--- src/rtl/t_counter_pkg.sv ---
// Shared definitions for the t_counter toggle/counter primitive.
// Holds the 2-bit mode encoding used on the t_counter mode port.
package t_counter_pkg;

  // Operating modes applied on each enabled, non-load clock edge
  typedef enum logic [1:0] {
    MODE_HOLD   = 2'b00,
    MODE_TOGGLE = 2'b01,
    MODE_UP     = 2'b10,
    MODE_DOWN   = 2'b11
  } mode_t;

endpackage

--- src/rtl/t_counter_t_cell.sv ---
// Single T flip-flop: toggles its state on a rising clk edge when t is high.
// Asynchronous active-low reset forces q to RESET_BIT.
module t_cell #(
  parameter logic RESET_BIT = 1'b0
) (
  input  logic clk,
  input  logic reset,
  input  logic t,
  output logic q
);

  // Toggle storage; reset value is set per bit by the parent counter
  always_ff @(posedge clk or negedge reset) begin
    if (!reset) begin
      q <= RESET_BIT;
    end else if (t) begin
      q <= ~q;
    end
  end

endmodule

--- src/rtl/t_counter.sv ---
// t_counter: WIDTH-bit bank of T cells acting as hold / toggle / up / down
// counter modulo MODULO, with synchronous load and a one-cycle wrap pulse.
// Optional macro T_COUNTER_SAT_EN: boundary steps saturate instead of wrap.
module t_counter
  import t_counter_pkg::*;
#(
  parameter int              WIDTH     = 4,
  parameter longint unsigned MODULO    = (64'd1 << WIDTH),
  parameter longint unsigned RESET_VAL = 64'd0
) (
  input  logic             clk,
  input  logic             reset,
  input  logic             en,
  input  logic             load,
  input  logic [WIDTH-1:0] load_val,
  input  logic [1:0]       mode,
  input  logic [WIDTH-1:0] t_mask,
  output logic [WIDTH-1:0] q,
  output logic [WIDTH-1:0] qn,
  output logic             wrap
);

  localparam logic [WIDTH-1:0] MAX_VAL = WIDTH'(MODULO - 64'd1);
  localparam logic [WIDTH-1:0] RST_VAL = WIDTH'(RESET_VAL);

`ifdef T_COUNTER_SAT_EN
  localparam logic [WIDTH-1:0] UP_BOUND   = MAX_VAL;
  localparam logic [WIDTH-1:0] DOWN_BOUND = '0;
`else
  localparam logic [WIDTH-1:0] UP_BOUND   = '0;
  localparam logic [WIDTH-1:0] DOWN_BOUND = MAX_VAL;
`endif

  logic [WIDTH-1:0] q_bits;
  logic [WIDTH-1:0] next_q;
  logic [WIDTH-1:0] t_bits;
  logic             next_wrap;
  mode_t            cur_mode;

  assign cur_mode = mode_t'(mode);

  // Next-state selection: load beats enable, enable gates the mode action
  always_comb begin
    next_q    = q_bits;
    next_wrap = 1'b0;
    if (load) begin
      next_q = load_val;
    end else if (en) begin
      case (cur_mode)
        MODE_TOGGLE: next_q = q_bits ^ t_mask;
        MODE_UP: begin
          if (q_bits >= MAX_VAL) begin
            next_q    = UP_BOUND;
            next_wrap = 1'b1;
          end else begin
            next_q = q_bits + 1'b1;
          end
        end
        MODE_DOWN: begin
          if (q_bits == '0) begin
            next_q    = DOWN_BOUND;
            next_wrap = 1'b1;
          end else begin
            next_q = q_bits - 1'b1;
          end
        end
        default: next_q = q_bits;
      endcase
    end
  end

  assign t_bits = q_bits ^ next_q;

  genvar i;
  generate
    for (i = 0; i < WIDTH; i++) begin : g_cell
      t_cell #(.RESET_BIT(RST_VAL[i])) u_cell (
        .clk   (clk),
        .reset (reset),
        .t     (t_bits[i]),
        .q     (q_bits[i])
      );
    end
  endgenerate

  // Wrap pulse register, cleared immediately by reset
  always_ff @(posedge clk or negedge reset) begin
    if (!reset) begin
      wrap <= 1'b0;
    end else begin
      wrap <= next_wrap;
    end
  end

  assign q  = q_bits;
  assign qn = ~q_bits;

endmodule

--- config.mk ---
export PLATFORM = sky130hd
export DESIGN_NAME = t_counter
export DESIGN_NICKNAME = d
export VERILOG_FILES = /design/src/rtl/t_counter_pkg.sv /design/src/rtl/t_counter_t_cell.sv /design/src/rtl/t_counter.sv
export SDC_FILE = /design/constraint.sdc
export NUM_CORES = 1
export LEC_CHECK = 0
export ABC_AREA = 1
export CAP_MARGIN = 20
export CORE_MARGIN = 3
export CORE_UTILIZATION = 29
export CTS_CLUSTER_DIAMETER = 120
export CTS_CLUSTER_SIZE = 30
export DETAILED_ROUTE_END_ITERATION = 16
export PLACE_DENSITY_LB_ADDON = 0.25
export SETUP_SLACK_MARGIN = 0.1
export SKIP_CTS_REPAIR_TIMING = 1
export SLEW_MARGIN = 20
export SYNTH_ARGS = -nofsm -noshare
export SYNTH_HDL_FRONTEND = slang
export SYNTH_HIERARCHICAL = 1
export SYNTH_SLANG_ARGS = --single-unit
--- constraint.sdc ---
create_clock -name clk -period 2 [get_ports clk]
set_input_delay 0.4 -clock clk [delete_from_list [all_inputs] [get_ports clk]]
set_output_delay 0.4 -clock clk [all_outputs]
set_load 0.03 [all_outputs]
==> results.cfg <==
[outcome]
status = complete, no violations

[synth]
syn_area_per_cell_um2 = 6.04
synthesis.area_um2 = 616
ys_seq_area_share_pct = 20.3
syn_inst = 102
synthTopCellsByArea = nand2_1 21%, dfrtp_1 20%, inv_1 8.5%, nand3_1 5.7%, a21oi_1 4.1%
yosys_register_bits = 5
yosysTopAreaCellShare_pct = 20.7
yosysTopAreaCell = nand2_1
netlist-cell-type-count = 27
yosys_warnings = 6
synthesis.nets = 118

[clock_network]
cts_buffers = 3
cts_tree = built
cts.sinks = 5
clock_path_buffers = 2
path_clk_slew_ps = 40
htreeDepth = 1
cts_root_buffer = clkbuf_4
clk_latency_ps = 240

[detailed_routing]
first_iter_violations = 26
drc = 0
dr.pass1.iters = 4
totalWireLength_um = 1620
via_per_inst = 4.61
wl_per_cell_um = 10.2
vias = 729
drtAntennaViolNets = 0

[pwr]
p_comb_share_pct = 72.7
p_int_uw = 602
power.total_uw = 1240
switching_share_pct = 51.5
pwr-share-clk_pct = 9.5
leakage_uw = 0.000487
power.switching_uw = 639
power_density_nw_per_um2 = 1330
pwr-share-seq_pct = 17.8
vdd_ir_drop_max_v = 0.000852

[sta]
grt_setup_unrepaired = false
fmax_ghz = 0.543
skew_ps = 1.51
final-hold-violation-count = 0
period_share_pct = 92.0
finalSetupViolations = 0
slew_headroom_pct = 77.0
min_period_ps = 1840
tns_ps = 0
worst_slack_ps = 160
tightest_slew_ps = 345
slew_viol_final = 0

[layout]
layout.cells.non_filler = 158
drive_gt1_share_pct = 21.4
n_fill_cell = 204
most-common-layout-cells = 34 x nand2_1, 18 x clkdlybuf4s50_1, 13 x inv_1
nets = 148
area_growth_pct = 51.6
final_area_um2 = 933
layout_commonest_cell = nand2_1
diodes = 0

[critical_path]
cp-end-kind = output port
worstPathArrival_ps = 1440
path_class = flop to output port
startpoint_type = flop
r2r_start = g_cell[1].u_cell/q
critPathMaxFanout = 4
crit_start = g_cell[3].u_cell/q
worstPathRequired_ps = 1600

[place]
dp_slack_ps = 61.2
placed_cell_area_um2 = 875
io_buffers = 22
dp_cells = 151
gp_congestion = 0.876
dp_hpwl_um = 1280

[job]
max_cap_violations = 0

[global_route]
grt_pass1_wl_um = 2510
grt_max_degree = 13
gr-total-overflow = 0
antenna_found_initial = 0
grt_usage_pct = 12.7
first_global_vias = 593

[die]
initial_utilization_pct = 31.1
fp-row-count = 16
die_area_um2 = 2710
core_um2 = 1980
ioPinCount = 23
die_h_um = 52.1
dieWidth_um = 52.1

[worst_hold_path]
min_path_type = input port to asynchronous set/reset pin
-- final timing paths --
check                                          end  slack, ps  cells after the start
worst max-delay path                         qn[3]        160                      2
worst min-delay path            g_cell[2].u_cell/q        390                      1
worst max register to register  g_cell[3].u_cell/q        320                     14
worst min register to register  g_cell[0].u_cell/q        650                      3
max in group asynchronous       g_cell[0].u_cell/q       1390                      1
min in group clk                g_cell[0].u_cell/q        650                      3
-- layout make-up --
| class | count | area (um^2) | share of cell area [%] |
|---|---|---|---|
| Clock buffer | 4 | 26.3 | 2.82 |
| Inverter | 19 | 75.1 | 8.04 |
| Sequential cell | 5 | 128 | 13.7 |
| Multi-Input combinational cell | 75 | 395 | 42.4 |
| Tap cell | 27 | 33.8 | 3.62 |
| Timing Repair Buffer | 28 | 275 | 29.5 |
-- cells in the mapped netlist, drive strengths merged --
cell    instances
o211ai          1
xnor2           1
nand2          36
nand3           9
clkinv          2
buf             3
o22ai           1
ha              2
o31ai           1
a21oi           6
dfrtp           5
o221ai          1
o21ai           2
nand4           3
a211oi          1
inv            17
or2             3
nor2            8
-- critical path: stages (launching register included) --
cell,delay [ps]
dfrtp_1,390
inv_1,120
clkdlybuf4s50_1,690
-- power by group through the flow --
stage	clock network (uW)	registers (uW)	logic, uW
3_3_place_gp	0	236	846
3_5_place_dp	0	237	856
2_1_floorplan	0	285	540
5_1_grt	136	232	999
4_1_cts	124	234	860
6_report	118	221	902
-- registers in the layout (all words and copies together), names as in the netlist --
signal,count
wrap,1
g_cell.u_cell/q,4
-- cells by family after synthesis --
| family | count (synthesis) | synth area share (%) |
|---|---|---|
| xor gates and xnor gates | 1 | 1.42 |
| buffers and inverters | 22 | 15.4 |
| AOI/OAI and AO/OA | 13 | 13.2 |
| adders and majority gates | 2 | 4.06 |
| DFF | 5 | 20.3 |
| and+or+nand+nor | 59 | 45.5 |
-- layer usage --
layer,vias up,track usage [%],wire (um)
met4,0,5.24,17
met3,2,3.72,140
met5,-,0,0
met1,311,15.5,653
li1,387,-,-
met2,29,20.5,805
-- stage by stage --
stage	util (%)	hold WS, ps
6_report	47.1	388
5_1_grt	47.1	382
4_1_cts	45.5	388
3_5_place_dp	44.1	635
3_3_place_gp	44.1	616
2_1_floorplan	-	104
Note: power is estimated with default switching activity, not from simulation.
